$ cat src/rtl/servo_ramp_ctrl_if.sv
// -----------------------------------------------------------------------------
// servo_ramp_ctrl_if
//
// Purpose : command channel between the motion/command sequencer and
//           servo_ramp_ctrl.  It carries one direction command per transfer
//           with a valid/ready handshake, plus a one-cycle error pulse that
//           flags commands addressed to a channel the controller does not have.
//
// Parameters:
//   CH_W       width of the channel-select field
//
// Signals:
//   cmd_valid  sequencer -> ctrl   a command is present
//   cmd_ready  ctrl -> sequencer   the command can be accepted this cycle
//   cmd_ch     sequencer -> ctrl   target channel index
//   cmd_dir    sequencer -> ctrl   requested direction (SERVO_DIR_* encoding)
//   cmd_err    ctrl -> sequencer   one-cycle pulse: accepted cmd_ch out of range
//
// Modports:
//   master     sequencer side
//   slave      servo_ramp_ctrl side
//
// Build-time defaults for the servo constants live here and in the design file
// so that either file can be compiled first.
// -----------------------------------------------------------------------------
`ifndef SERVO_PWM_BITS
`define SERVO_PWM_BITS 8
`endif
`ifndef SERVO_PWM_UP
`define SERVO_PWM_UP 15
`endif
`ifndef SERVO_PWM_DOWN
`define SERVO_PWM_DOWN 5
`endif
`ifndef SERVO_PWM_CENTER
`define SERVO_PWM_CENTER 10
`endif
`ifndef SERVO_DIR_STAY
`define SERVO_DIR_STAY 2'd0
`endif
`ifndef SERVO_DIR_UP
`define SERVO_DIR_UP 2'd1
`endif
`ifndef SERVO_DIR_DOWN
`define SERVO_DIR_DOWN 2'd2
`endif

interface servo_ramp_ctrl_if #(
   parameter int CH_W = 1
);
   logic            cmd_valid;
   logic            cmd_ready;
   logic [CH_W-1:0] cmd_ch;
   logic [1:0]      cmd_dir;
   logic            cmd_err;

   modport master (
      output cmd_valid,
      output cmd_ch,
      output cmd_dir,
      input  cmd_ready,
      input  cmd_err
   );

   modport slave (
      input  cmd_valid,
      input  cmd_ch,
      input  cmd_dir,
      output cmd_ready,
      output cmd_err
   );
endinterface

$ cat src/rtl/servo_ramp_ctrl.sv
// -----------------------------------------------------------------------------
// servo_ramp_ctrl
//
// Purpose : multi-channel servo PWM generator.  Direction commands (UP / DOWN /
//           STAY) arrive over a valid/ready channel and set a per-channel
//           on-time target.  A shared period counter times the PWM frame; once
//           per frame (on wrap) each channel's live on-time moves toward its
//           target, so a frame never mixes two on-times and the servos move
//           smoothly.
//
// Build option:
//   SERVO_RAMP_EN  defined   : on each wrap cur steps toward tgt by STEP,
//                              clamped at tgt (slewing).
//                  undefined : on each wrap cur jumps straight to tgt; STEP
//                              has no effect.
//
// Parameters:
//   NUM_CH     number of servo channels (1..8)
//   CH_W       width of the channel-select field (default: enough for NUM_CH)
//   PWM_BITS   width of the period counter and on-time values
//   PERIOD     PWM frame length in ticks (2..2^PWM_BITS)
//   ON_UP      on-time target for SERVO_DIR_UP
//   ON_DOWN    on-time target for SERVO_DIR_DOWN
//   ON_CENTER  on-time target for SERVO_DIR_STAY, unknown codes and reset
//   STEP       on-time change per frame while slewing (>= 1)
//
// Ports:
//   clk        system clock
//   reset      asynchronous, active-low reset
//   tick       time-base enable; the frame counter advances only when high
//   cmd        command channel (servo_ramp_ctrl_if.slave)
//   pwm_out    registered PWM outputs, one per channel
//   settled    per channel: live on-time equals its target
// -----------------------------------------------------------------------------
`ifndef SERVO_PWM_BITS
`define SERVO_PWM_BITS 8
`endif
`ifndef SERVO_PWM_UP
`define SERVO_PWM_UP 15
`endif
`ifndef SERVO_PWM_DOWN
`define SERVO_PWM_DOWN 5
`endif
`ifndef SERVO_PWM_CENTER
`define SERVO_PWM_CENTER 10
`endif
`ifndef SERVO_DIR_STAY
`define SERVO_DIR_STAY 2'd0
`endif
`ifndef SERVO_DIR_UP
`define SERVO_DIR_UP 2'd1
`endif
`ifndef SERVO_DIR_DOWN
`define SERVO_DIR_DOWN 2'd2
`endif

module servo_ramp_ctrl #(
   parameter int NUM_CH    = 2,
   parameter int CH_W      = (NUM_CH > 1) ? $clog2(NUM_CH) : 1,
   parameter int PWM_BITS  = `SERVO_PWM_BITS,
   parameter int PERIOD    = 20,
   parameter int ON_UP     = `SERVO_PWM_UP,
   parameter int ON_DOWN   = `SERVO_PWM_DOWN,
   parameter int ON_CENTER = `SERVO_PWM_CENTER,
   parameter int STEP      = 1
) (
   input  logic              clk,
   input  logic              reset,
   input  logic              tick,
   servo_ramp_ctrl_if.slave  cmd,
   output logic [NUM_CH-1:0] pwm_out,
   output logic [NUM_CH-1:0] settled
);

   localparam logic [PWM_BITS-1:0] CNT_LAST    = PWM_BITS'(PERIOD - 1);
   localparam logic [PWM_BITS-1:0] ON_UP_C     = PWM_BITS'(ON_UP);
   localparam logic [PWM_BITS-1:0] ON_DOWN_C   = PWM_BITS'(ON_DOWN);
   localparam logic [PWM_BITS-1:0] ON_CENTER_C = PWM_BITS'(ON_CENTER);

   // Direction code to on-time target; anything unrecognised parks at center.
   function automatic logic [PWM_BITS-1:0] map_dir(input logic [1:0] dir);
      logic [PWM_BITS-1:0] on_time;
      case (dir)
         `SERVO_DIR_UP:   on_time = ON_UP_C;
         `SERVO_DIR_DOWN: on_time = ON_DOWN_C;
         `SERVO_DIR_STAY: on_time = ON_CENTER_C;
         default:         on_time = ON_CENTER_C;
      endcase
      return on_time;
   endfunction

   // Next live on-time at a frame wrap.  With slewing, the distance to the
   // target is formed in PWM_BITS+1 bits and compared with STEP before any
   // add/subtract happens, so the step can never overshoot, wrap or borrow.
   function automatic logic [PWM_BITS-1:0] ramp_next(
      input logic [PWM_BITS-1:0] cur,
      input logic [PWM_BITS-1:0] tgt
   );
      logic [PWM_BITS-1:0] nxt;
`ifdef SERVO_RAMP_EN
      logic [PWM_BITS:0]   dist;
      if (cur < tgt) begin
         dist = {1'b0, tgt} - {1'b0, cur};
         if (32'(dist) <= 32'(STEP)) begin
            nxt = tgt;
         end else begin
            nxt = cur + PWM_BITS'(STEP);
         end
      end else if (cur > tgt) begin
         dist = {1'b0, cur} - {1'b0, tgt};
         if (32'(dist) <= 32'(STEP)) begin
            nxt = tgt;
         end else begin
            nxt = cur - PWM_BITS'(STEP);
         end
      end else begin
         dist = {(PWM_BITS + 1){1'b0}};
         nxt  = cur;
      end
`else
      if (cur == tgt) begin
         nxt = cur;
      end else begin
         nxt = tgt;
      end
`endif
      return nxt;
   endfunction

   logic [PWM_BITS-1:0] cnt_r;
   logic                cmd_ready_r;
   logic                cmd_err_r;
   logic                wrap_s;
   logic                accept_s;
   logic                ch_ok_s;
   logic [PWM_BITS-1:0] new_tgt_s;

   assign wrap_s    = tick && (cnt_r == CNT_LAST);
   assign accept_s  = cmd.cmd_valid && cmd_ready_r;
   assign ch_ok_s   = (32'(cmd.cmd_ch) < 32'(NUM_CH));
   assign new_tgt_s = map_dir(cmd.cmd_dir);

   assign cmd.cmd_ready = cmd_ready_r;
   assign cmd.cmd_err   = cmd_err_r;

   // Frame counter: 0..PERIOD-1, advances on tick, wraps to 0.
   always_ff @(posedge clk or negedge reset) begin
      if (!reset) begin
         cnt_r <= {PWM_BITS{1'b0}};
      end else if (wrap_s) begin
         cnt_r <= {PWM_BITS{1'b0}};
      end else if (tick) begin
         cnt_r <= cnt_r + {{(PWM_BITS - 1){1'b0}}, 1'b1};
      end else begin
         cnt_r <= cnt_r;
      end
   end

   // Ready comes up on the first edge out of reset and then stays high.
   always_ff @(posedge clk or negedge reset) begin
      if (!reset) begin
         cmd_ready_r <= 1'b0;
      end else begin
         cmd_ready_r <= 1'b1;
      end
   end

   // One-cycle error pulse for an accepted command aimed at a missing channel.
   always_ff @(posedge clk or negedge reset) begin
      if (!reset) begin
         cmd_err_r <= 1'b0;
      end else begin
         cmd_err_r <= accept_s && !ch_ok_s;
      end
   end

   for (genvar gi = 0; gi < NUM_CH; gi++) begin : g_ch
      logic [PWM_BITS-1:0] tgt_r;
      logic [PWM_BITS-1:0] cur_r;
      logic                pwm_r;
      logic                sel_s;

      assign sel_s = accept_s && ch_ok_s && (cmd.cmd_ch == CH_W'(gi));

      // Target register: written only by an accepted, in-range command.
      always_ff @(posedge clk or negedge reset) begin
         if (!reset) begin
            tgt_r <= ON_CENTER_C;
         end else if (sel_s) begin
            tgt_r <= new_tgt_s;
         end else begin
            tgt_r <= tgt_r;
         end
      end

      // Live on-time: moves only at a wrap, and always against the target
      // that was in place before this edge (a same-edge command waits a frame).
      always_ff @(posedge clk or negedge reset) begin
         if (!reset) begin
            cur_r <= ON_CENTER_C;
         end else if (wrap_s) begin
            cur_r <= ramp_next(cur_r, tgt_r);
         end else begin
            cur_r <= cur_r;
         end
      end

      // PWM output: one clock behind the counter; cur=0 is always low and
      // cur=PERIOD is always high.
      always_ff @(posedge clk or negedge reset) begin
         if (!reset) begin
            pwm_r <= 1'b0;
         end else begin
            pwm_r <= (cnt_r < cur_r);
         end
      end

      assign pwm_out[gi] = pwm_r;
      assign settled[gi] = (cur_r == tgt_r);
   end

   servo_ramp_ctrl_chk #(
      .NUM_CH    (NUM_CH),
      .PWM_BITS  (PWM_BITS),
      .PERIOD    (PERIOD),
      .ON_UP     (ON_UP),
      .ON_DOWN   (ON_DOWN),
      .ON_CENTER (ON_CENTER),
      .STEP      (STEP)
   ) u_chk (
      .clk   (clk),
      .reset (reset)
   );

endmodule

// -----------------------------------------------------------------------------
// servo_ramp_ctrl_chk
//
// Purpose : configuration checker for servo_ramp_ctrl.  Flags parameter sets
//           whose on-time targets exceed the frame or whose sizes are out of
//           range.  Holds no design state.
//
// Ports:
//   clk        system clock
//   reset      asynchronous, active-low reset (checks are idle while low)
// -----------------------------------------------------------------------------
module servo_ramp_ctrl_chk #(
   parameter int NUM_CH    = 2,
   parameter int PWM_BITS  = 8,
   parameter int PERIOD    = 20,
   parameter int ON_UP     = 15,
   parameter int ON_DOWN   = 5,
   parameter int ON_CENTER = 10,
   parameter int STEP      = 1
) (
   input logic clk,
   input logic reset
);

   localparam bit CFG_OK = (ON_UP <= PERIOD) && (ON_DOWN <= PERIOD) &&
                           (ON_CENTER <= PERIOD) && (PERIOD >= 2) &&
                           (PERIOD <= (2 ** PWM_BITS)) && (STEP >= 1) &&
                           (NUM_CH >= 1) && (NUM_CH <= 8);

   cfg_ok_a: assert property (@(posedge clk) disable iff (!reset) CFG_OK);

endmodule

$ cat src/flat_wrapper.sv
// flat-port wrapper written by rule: the top's interface ports become plain ports
module servo_ramp_ctrl_flat 
#(
   parameter int NUM_CH    = 2,
   parameter int CH_W      = (NUM_CH > 1) ? $clog2(NUM_CH) : 1,
   parameter int PWM_BITS  = `SERVO_PWM_BITS,
   parameter int PERIOD    = 20,
   parameter int ON_UP     = `SERVO_PWM_UP,
   parameter int ON_DOWN   = `SERVO_PWM_DOWN,
   parameter int ON_CENTER = `SERVO_PWM_CENTER,
   parameter int STEP      = 1
)
  (clk, reset, tick, pwm_out, settled, cmd_cmd_valid, cmd_cmd_ch, cmd_cmd_dir, cmd_cmd_ready, cmd_cmd_err);
  servo_ramp_ctrl_if #(.CH_W(CH_W)) cmd_i ();
  input  logic clk;
  input  logic reset;
  input  logic tick;
  output logic [NUM_CH-1:0] pwm_out;
  output logic [NUM_CH-1:0] settled;
  input wire logic [$bits(cmd_i.cmd_valid)-1:0] cmd_cmd_valid;
  input wire logic [$bits(cmd_i.cmd_ch)-1:0] cmd_cmd_ch;
  input wire logic [$bits(cmd_i.cmd_dir)-1:0] cmd_cmd_dir;
  output wire logic [$bits(cmd_i.cmd_ready)-1:0] cmd_cmd_ready;
  output wire logic [$bits(cmd_i.cmd_err)-1:0] cmd_cmd_err;
  assign cmd_i.cmd_valid = cmd_cmd_valid;
  assign cmd_i.cmd_ch = cmd_cmd_ch;
  assign cmd_i.cmd_dir = cmd_cmd_dir;
  assign cmd_cmd_ready = cmd_i.cmd_ready;
  assign cmd_cmd_err = cmd_i.cmd_err;
  servo_ramp_ctrl #(.NUM_CH(NUM_CH), .CH_W(CH_W), .PWM_BITS(PWM_BITS), .PERIOD(PERIOD), .ON_UP(ON_UP), .ON_DOWN(ON_DOWN), .ON_CENTER(ON_CENTER), .STEP(STEP)) u_core (.clk(clk), .reset(reset), .tick(tick), .cmd(cmd_i), .pwm_out(pwm_out), .settled(settled));
endmodule
$ cat config.mk
export PLATFORM = sky130hd
export DESIGN_NAME = servo_ramp_ctrl_flat
export DESIGN_NICKNAME = d
export VERILOG_FILES = /design/src/rtl/servo_ramp_ctrl_if.sv /design/src/rtl/servo_ramp_ctrl.sv /design/src/flat_wrapper.sv
export SDC_FILE = /design/constraint.sdc
export NUM_CORES = 1
export LEC_CHECK = 0
export ABC_CLOCK_PERIOD_IN_PS = 1600
export CAP_MARGIN = 10
export CORE_AREA = 10 10 64 66
export CTS_CLUSTER_SIZE = 40
export DETAILED_ROUTE_END_ITERATION = 7
export DIE_AREA = 0 0 74 76
export PLACE_DENSITY = 0.66
export SYNTH_ARGS = -nofsm -noshare
export SYNTH_HDL_FRONTEND = slang
export SYNTH_SLANG_ARGS = --single-unit
$ cat constraint.sdc
create_clock -name clk -period 1.6 [get_ports clk]
set_input_delay 0.48 -clock clk [delete_from_list [all_inputs] [get_ports clk]]
set_output_delay 0.48 -clock clk [all_outputs]
set_load 0.05 [all_outputs]
==> summary by stage <==
Floorplan
The die covers 5620 sq um. The effective utilization at floorplan is 0.355. The die extent in y is 76 um. The number of standard-cell rows in the floorplan is 20. In this run the count of I/O pins placed on the die edge is 13. Measured along the x axis, the die boundary spans 74 um. The placeable core region is 2930 sq um.

Route
The detailed-route wire length per cell is 12.4 um. The final wirelength is 1950 um. The count of nets left with antenna violations once routing finished came out at 0. The pre-antenna-repair detailed-routing pass consisted of 4 iterations. The DRC violation count after routing is 0.

In this run, the number of DRC markers left after iteration 0 of detailed routing was 62. The total number of vias is 769. The mean number of vias per cell is 4.90.

Worst hold path
The tightest min-delay check is of the input port to asynchronous set/reset pin type.

Power and ir drop
Of the total power, registers draw 0.322. The worst voltage drop across the vdd grid is 1.17 mV. The total power is 0.00262 W.

The internal power of the cells totals 0.00158 W. Of the total power, the share spent switching nets is 0.397. The combinational power share is 0.580. The static leakage power is 0.659 nW. The power density over the cells is 1870 nW/um^2.

The power dissipated by switching net loads is 0.00104 W. The proportion of power drawn by the clock network is 0.098.

Synth
Synthesis inferred 19 register bits. The post-synthesis cell count is 94. Averaged over all synthesized cells, the footprint is 11.1 sq um. The net count after synthesis is 109.

The share of synthesized area occupied by flip-flops and latches is 0.462. The number of warning messages in the yosys log is 0. The count of unique library cells instantiated by Yosys is 28.

The cell area that synthesis handed to floorplanning was 1040 sq um.

Global route
In the global route stage, overall resource usage came out at 0.0720. The global-route wire length before repair is 3270 um. The number of antenna violations at the first check in global routing is 0.

Entering global routing, the biggest net connects 20 pins. Global routing finished with a remaining overflow of 0. The number of global-route vias before repair is 750.

Setup path
Together, buffers and inverters on the worst path number 1. The family with the most delay on the worst path is flip-flops. The type of origin of the critical path is a flop. The depth of the worst register-to-register path is 4. The peak fanout along the critical path is 2.

Traced cell by cell, the critical path runs through xor2_2 -> nor2_2 -> buf_12. The largest single stage delay on the critical path is 0.58 ns. Among all stages on the critical path, the largest delay is contributed by sky130_fd_sc_hd__dfstp_2. At the worst endpoint, the arrival time is 1.25 ns. The critical path class is flop to output pin. Data on the critical path is required at its endpoint by 1.12 ns. The critical path depth in cells is 3. The type of destination of the critical path is an output pin.

CTS
The maximum number of buffers from clock root to sink is 2. The TritonCTS sink count is 19. TritonCTS built the clock tree. Buffers inserted to repair hold after CTS numbered 0.

After clock tree synthesis, the clock-pin slew on the worst setup and hold paths is 0.12 ns. CTS built an H-tree with a depth of 1. TritonCTS created 3 clock buffers. The tree is rooted in a sky130_fd_sc_hd__clkbuf_4. Clock latency on the worst-skew pair, taken at its later pin, is 0.31 ns.

Final layout
The number of inserted filler cells in the final layout is 270. Relative to the synthesized area, the layout overhead comes to 34.7%. For this run, the post-layout net count is 140.

In the final layout, the share of cells above drive strength 1 is 0.347. 0 antenna diodes ended up in the layout. Leaving out fill and tap cells, the most frequent cell in the layout is sky130_fd_sc_hd__buf_4. In the layout the commonest cells are sky130_fd_sc_hd__buf_4, sky130_fd_sc_hd__dfrtp_1, sky130_fd_sc_hd__o21ai_0, sky130_fd_sc_hd__ha_1. The count of cells in the finished layout, fillers not included, comes to 157.

Timing
The highest clock rate is 577 MHz. The minimum clock period after layout is 1.73 ns. The worst clock skew on the final layout is 0.00733 ns. Dividing the final minimum period by the clock period gives 1.08. The final-report max-slew violation count came to 0. The hold violation total from the final report is 0. Setup violations remaining at the end of the flow were counted as 2. Setup repair after global routing could not meet its margin everywhere.

After layout, the worst setup slack is -0.133 ns.

Placement
The total of buffers placed on input and output ports is 11. The total instance count after detailed placement is 146. The wire-length estimate of the detail-placed layout is 1500 um. The congestion estimate from routability-driven global placement came to 0.703.

Outcome
The checks that failed: setup timing. The run finished, with violations left.

Run
The reported max-cap violation count is 0.
synthesized netlist by cell type:
cell type	number	area, sq um
sky130_fd_sc_hd__o21ai_0	9	45.0
sky130_fd_sc_hd__a211oi_1	2	15.0
sky130_fd_sc_hd__a22o_1	1	8.76
sky130_fd_sc_hd__nor2_1	6	22.5
sky130_fd_sc_hd__nand2b_1	4	25.0
sky130_fd_sc_hd__nand4b_1	1	8.76
sky130_fd_sc_hd__nor3_1	1	5.00
sky130_fd_sc_hd__mux2_2	2	22.5
sky130_fd_sc_hd__dfstp_2	4	105
sky130_fd_sc_hd__ha_1	8	100
sky130_fd_sc_hd__dfrtp_1	15	375
sky130_fd_sc_hd__conb_1	2	7.51
sky130_fd_sc_hd__mux2_4	4	60.1
sky130_fd_sc_hd__buf_6	1	11.3
sky130_fd_sc_hd__or4_1	1	7.51
sky130_fd_sc_hd__a21oi_1	1	5.00
sky130_fd_sc_hd__xnor2_1	1	8.76
sky130_fd_sc_hd__nand4_1	2	12.5
sky130_fd_sc_hd__o21a_1	2	15.0
sky130_fd_sc_hd__nand3_1	1	5.00
sky130_fd_sc_hd__buf_4	3	22.5
sky130_fd_sc_hd__nand2_1	6	22.5
sky130_fd_sc_hd__inv_1	6	22.5
sky130_fd_sc_hd__and4b_1	1	10.0
sky130_fd_sc_hd__and2_1	1	6.26
sky130_fd_sc_hd__xor2_1	7	61.3
sky130_fd_sc_hd__nand3b_1	1	7.51
sky130_fd_sc_hd__nor4_4	1	21.3
power by group through the flow:
stage	clock network [W]	registers [W]	logic, W
2_1_floorplan	0	0.000858	0.000826
6_report	0.000256	0.000843	0.00152
4_1_cts	0.000269	0.000832	0.00147
3_3_place_gp	0	0.000837	0.00136
3_5_place_dp	0	0.000854	0.00140
5_1_grt	0.000287	0.000867	0.00166
metrics by stage:
step | worst slack [ns] | TNS [ns] | hold WS [ns] | utilization | area (sq um)
final | -0.133 | -0.250 | 0.491 | 0.478 | 1400
after floorplan | 0.0868 | 0 | 0.184 | - | 1040
after CTS | -0.151 | -0.300 | 0.488 | 0.465 | 1360
after global routing | -0.207 | -0.410 | 0.508 | 0.478 | 1400
after global placement | -0.256 | -1.24 | 0.483 | 0.445 | 1300
after detailed placement | -0.280 | -1.43 | 0.500 | 0.445 | 1300
layer usage:
metal / share of wire / vias to the layer above / GRT usage
met3: 0.065 / 5 / 0.0404
met4: 0.0097 / 0 / 0.0224
met2: 0.49 / 14 / 0.108
li1: - / 378 / -
met1: 0.44 / 372 / 0.0837
met5: 0 / - / 0
worst register-to-register path, delay by kind of cell, from the launching register on:
family,cells,cell delay (ns)
AND/OR/NAND/NOR,2,0.59
multiplexers,1,0.30
buffers and inverters,1,0.15
flip-flops,1,0.45
registers in the layout, indices dropped and copies added, names as in the netlist:
| signal | flops |
|---|---|
| u_core.cmd.cmd_ready | 1 |
| u_core.g_ch.pwm_r | 2 |
| u_core.g_ch.cur_r | 4 |
| u_core.cnt_r | 8 |
| u_core.g_ch.tgt_r | 4 |
cells by family (layout without fill, tap and decap cells):
| group | count (synthesis) | after routing | synth area share |
|---|---|---|---|
| buffers and inverters | 10 | 40 | 0.0541 |
| DFF | 19 | 19 | 0.462 |
| xor gates and xnor gates | 8 | 8 | 0.0674 |
| AOI/OAI and AO/OA | 15 | 15 | 0.0854 |
| other | 2 | 2 | 0.00722 |
| adders and majority gates | 8 | 8 | 0.0963 |
| muxes | 6 | 6 | 0.0794 |
| and+or+nand+nor | 26 | 26 | 0.148 |
worst paths after layout:
kind,from,end,slack [ns]
max in group asynchronous,reset,u_core.g_ch[1].cur_r[1],0.85
max reg2reg,u_core.cnt_r[7],u_core.g_ch[0].cur_r[2],0.02
min,reset,u_core.cnt_r[2],0.49
min reg2reg,u_core.g_ch[0].tgt_r[2],u_core.g_ch[0].tgt_r[2],0.54
max,u_core.g_ch[1].cur_r[1],settled[1],-0.13
min in group clk,u_core.g_ch[0].tgt_r[2],u_core.g_ch[0].tgt_r[2],0.54
final cells by class:
class,count,area (sq um),area share
clock buffers,3,22.5,0.0161
flip-flops and latches,19,480,0.343
clock inverters,1,7.51,0.00536
inverters,6,22.5,0.0161
well taps,33,41.3,0.0295
repair buffers,30,303,0.216
multi-input cells,65,523,0.374
what timing repair did:
action | in CTS | in global routing
pin swaps | 3 | 3
endpoints found under the setup margin | 2 | 3
setup buffers | 4 | 3
resized for setup | 0 | 2
Power figures use the tool's default switching activity.
